[src/rtl/state_machine_driver.sv]
// Transmit-side driver for the 8-state pulse FSM's b[3:1] interface.
// Drives a cycle-exact button sequence per command and checks the consumer's outp.
module state_machine_driver #(
  parameter int unsigned ERR_W = 8
) (
  input  logic             clk,
  input  logic             rst,
  input  logic             cmd_valid,
  output logic             cmd_ready,
  input  logic             cmd_src,
  input  logic             cmd_long,
  input  logic             cmd_ext,
  output logic [3:1]       b,
  output logic             busy,
  output logic             done,
  output logic             exp_outp,
  input  logic             outp_in,
  output logic             mismatch,
  output logic [ERR_W-1:0] err_cnt
);

  typedef enum logic [2:0] {StIdle, StStart, StGap, StMark, StExt, StHold} state_e;

  state_e           state_q, state_d;
  logic             src_q, src_d;
  logic             long_q, long_d;
  logic             ext_q, ext_d;
  logic [1:0]       hc_q, hc_d;
  logic [3:1]       b_q, b_d;
  logic             mismatch_q, mismatch_d;
  logic [ERR_W-1:0] err_q, err_d;

  always_comb begin
    state_d  = state_q;
    src_d    = src_q;
    long_d   = long_q;
    ext_d    = ext_q;
    hc_d     = hc_q;
    done     = 1'b0;
    exp_outp = 1'b0;
    unique case (state_q)
      StIdle: begin
        if (cmd_valid) begin
          src_d   = cmd_src;
          long_d  = cmd_long;
          ext_d   = cmd_ext;
          state_d = StStart;
        end
      end
      StStart: state_d = StGap;
      StGap:   state_d = StMark;
      StMark: begin
        exp_outp = long_q;
        state_d  = StExt;
      end
      StExt: begin
        exp_outp = 1'b1;
        if (ext_q) begin
          state_d = StHold;
          hc_d    = 2'd0;
        end else begin
          state_d = StIdle;
          done    = 1'b1;
        end
      end
      StHold: begin
        hc_d = hc_q + 2'd1;
        if (hc_q == 2'd3) begin
          done    = 1'b1;
          state_d = StIdle;
        end
      end
      default: state_d = StIdle;
    endcase
  end

  // b is registered from the next state so it lines up with the state it belongs to.
  always_comb begin
    b_d = 3'b000;
    case (state_d)
      StStart: b_d = {1'b0, src_d, ~src_d};
      StMark:  b_d = {long_d, long_d & src_d, long_d & ~src_d};
      StExt:   b_d = {1'b0, ext_d, 1'b0};
      default: b_d = 3'b000;
    endcase
  end

  always_comb begin
    mismatch_d = mismatch_q;
    err_d      = err_q;
    if (outp_in != exp_outp) begin
      mismatch_d = 1'b1;
      if (err_q != {ERR_W{1'b1}}) err_d = err_q + ERR_W'(1);
    end
  end

  always_ff @(posedge clk or posedge rst) begin
    if (rst) begin
      state_q    <= StIdle;
      src_q      <= 1'b0;
      long_q     <= 1'b0;
      ext_q      <= 1'b0;
      hc_q       <= 2'd0;
      b_q        <= 3'b000;
      mismatch_q <= 1'b0;
      err_q      <= '0;
    end else begin
      state_q    <= state_d;
      src_q      <= src_d;
      long_q     <= long_d;
      ext_q      <= ext_d;
      hc_q       <= hc_d;
      b_q        <= b_d;
      mismatch_q <= mismatch_d;
      err_q      <= err_d;
    end
  end

  assign b         = b_q;
  assign cmd_ready = (state_q == StIdle);
  assign busy      = (state_q != StIdle);
  assign mismatch  = mismatch_q;
  assign err_cnt   = err_q;

endmodule

[config.mk]
export PLATFORM = sky130hd
export DESIGN_NAME = state_machine_driver
export DESIGN_NICKNAME = d
export VERILOG_FILES = /design/src/rtl/state_machine_driver.sv
export SDC_FILE = /design/constraint.sdc
export NUM_CORES = 1
export LEC_CHECK = 0
export CORE_AREA = 2 2 52 54
export DETAILED_ROUTE_END_ITERATION = 12
export DIE_AREA = 0 0 54 56
export HOLD_SLACK_MARGIN = 0.06
export PLACE_DENSITY = 0.72
export SLEW_MARGIN = 25
export SYNTH_ARGS = -nofsm -noshare
export SYNTH_HDL_FRONTEND = slang
export SYNTH_SLANG_ARGS = --single-unit
[constraint.sdc]
create_clock -name clk -period 2.5 [get_ports clk]
set_input_delay 0.625 -clock clk [delete_from_list [all_inputs] [get_ports clk]]
set_output_delay 0.625 -clock clk [all_outputs]
set_load 0.01 [all_outputs]
==> reports/summary.txt <==
max_cap viols - 0
clock root cell - clkbuf_4
Hold Crit Class - reg2reg
Clock Power Share - 11.9%
Cells after Synth - 96
max_slew headroom - 76.69%
Area Overhead vs Synth - 30.79%
wl on met1 - 829 um
Fmax - 0.4148 GHz
clock buffer depth - 2
number of synthesized register bits - 20
CTS tree - done
Syn Nets - 105
Cell Pwr Density - 1132 nW/um^2
Port-buffer cells - 22
largest net degree at the start of global routing - 21
hpwl dp - 1.374 mm
met2 routed WL - 983 um
Sw Share - 36.72%
share of total power in combinational logic - 49.4%
ANT nets after route - 0
Lkg Pwr - 0.0005937 uW
Reg clk slew, reported paths - 0.11 ns
Synth cell types - 34
Final Power - 1553 uW
Placed Cells - 145
antenna violations before repair - 0
layout cells sized above 1 - 23.20%
Sink Count - 20
antenna cell count - 0
status - complete, no violations
worst path required time - 1.88 ns
crit-path max FO - 5
Total Wirelength - 1.894 mm
Crit Path Class - reg2out
synth warn - 0
register area share after synthesis - 47.73%
global-route usage over all layers - 14.16%
endpoints failing hold - 0
GPL Wtd Cong - 0.7604
Worst-Margin Slew - 0.3488 ns
via count of the routed design - 790
Die Wd - 54 um
drt pass-1 iters - 4
Slew Viols, Final - 0
top layer in use - met3
DRC violation count after routing - 0
Mapped Area - 1049 um^2
starting DRC count in detailed routing - 10
Critical Path AT - 1.79 ns
Flop pwr share - 38.7%
final setup fails - 0
Setup Skew - 0.004413 ns
VDD IR max - 0.7251 mV
CP Launch Type - flop
H-Tree Level Count - 1
std cell rows - 18
DR WL/cell - 12.22 um
crit end category - output pin
non-filler instance count after layout - 155
routed length on met3 - 82 um
vias per cell - 5.097
vias in the first global route - 732
period utilization - 96.44%
die extent in y - 56 um
Async SR Flop Fraction - 100.0%
hold_ws - 0.4898 ns
CTS buffer count - 3
net load switching power - 570.1 uW
fill cell count - 229
syn_area_per_cell - 10.92 um^2
GRT Residual Overflow - 0
clk_lat worst skew - 0.29 ns
core area - 2432 um^2
Final Critical Period - 2.411 ns
Int Pwr - 982.5 uW
Sum Neg Setup Slack - 0 ns
RSZ-0062 raised after global routing - false
top_reg_cell synth - dfrtp_1
Ports - 23
first-pass GRT wire length - 3.222 mm
die area - 3024 um^2
Initial Util - 43.11%
number of synthesized flops with an enable pin - 0
Final #Nets - 135
## through the flow
stage                     util [%]  area (um^2)  setup slack, ns
after detailed placement     52.67         1281           0.3081
after global placement       52.67         1281           0.3201
after floorplan                  -         1049           0.5211
final                        56.38         1371          0.08893
after CTS                    54.22         1319         0.005001
after global routing         56.38         1371          0.01253
## registers in the layout, indices dropped and copies added (netlist names)
name,flops
b,3
err_cnt,8
ext_q,1
hc_q,2
long_q,1
mismatch,1
src_q,1
state_q,3
## cells by family (layout without fill, tap and decap cells)
family	after synthesis	in the layout	share of synthesized area, %
adders and majority gates	2	2	2.386
and+or+nand+nor	44	44	26.49
AOI/OAI and AO/OA	9	9	6.444
DFF	20	20	47.73
buffers and inverters	9	38	4.893
xor gates and xnor gates	3	3	2.506
muxes	9	9	9.547
## cells in the mapped netlist (2+ instances only)
cell | count | area [um^2]
dfrtp_1 | 20 | 500.5
nor3b_1 | 2 | 15.01
nor3_1 | 4 | 20.02
o21ai_0 | 5 | 25.02
nor2_1 | 5 | 18.77
nand2_1 | 15 | 56.30
nand3_1 | 4 | 20.02
inv_1 | 5 | 18.77
ha_1 | 2 | 25.02
buf_6 | 2 | 22.52
buf_2 | 2 | 10.01
mux2_2 | 7 | 78.83
xor2_1 | 2 | 17.52
## metal layers
| layer | up-vias | GRT usage, % |
|---|---|---|
| li1 | 392 | - |
| met5 | - | 0 |
| met1 | 382 | 18.44 |
| met2 | 16 | 22.47 |
| met3 | 0 | 2.957 |
| met4 | 0 | 5.357 |
## cell usage in the layout, fill, tap and decap left out, types with 2 or more instances in the layout
cell type / n
ha_1: 2
xor2_1: 2
nor3b_1: 2
mux2_2: 7
nand2_1: 15
nor3_1: 4
nand3_1: 4
inv_1: 5
clkbuf_4: 3
dfrtp_2: 3
o21ai_0: 5
nor2_1: 5
dfrtp_1: 17
buf_4: 6
clkdlybuf4s50_1: 22
## area by class of cell
type / count / area [um^2] / area share [%]
inverter: 5 / 18.77 / 1.369
timing repair buffer: 29 / 277.8 / 20.26
multi-input combinational: 67 / 496.7 / 36.22
clock buffer: 4 / 36.28 / 2.646
sequential: 20 / 504.2 / 36.77
tap: 30 / 37.54 / 2.737
## worst max-delay path: stages (launching register included)
cell and delay, ns:
dfrtp_2 0.46, or3b_4 0.43, nand2_1 0.07, clkdlybuf4s50_1 0.53
## repair_timing
action / 4_1_cts / 5_1_grt
hold buffers: 0 / 0
setup buffers: 0 / 6
gates resized for setup: 1 / 2
setup endpoints to repair: 1 / 1
## power by group through the flow
| stage | sequential [uW] | combinational [uW] | clock [uW] |
|---|---|---|---|
| 2_1_floorplan | 591 | 436 | 0 |
| 3_3_place_gp | 614 | 657 | 0 |
| 3_5_place_dp | 623 | 675 | 0 |
| 4_1_cts | 618 | 678 | 194 |
| 5_1_grt | 622 | 849 | 207 |
| 6_report | 601 | 767 | 185 |
## path summary, 6_finish.rpt
| check | slack [ns] | to | startpoint | depth (start not counted) |
|---|---|---|---|---|
| setup reg to reg | 0.62 | b[2] | state_q[0] | 6 |
| max in group asynchronous | 1.63 | state_q[0] | rst | 3 |
| hold / removal | 0.49 | mismatch | mismatch | 1 |
| setup / recovery | 0.09 | exp_outp | state_q[0] | 3 |
| min in group asynchronous | 0.64 | mismatch | rst | 3 |
| hold reg to reg | 0.49 | mismatch | mismatch | 1 |
(Power assumes the default switching activity.)
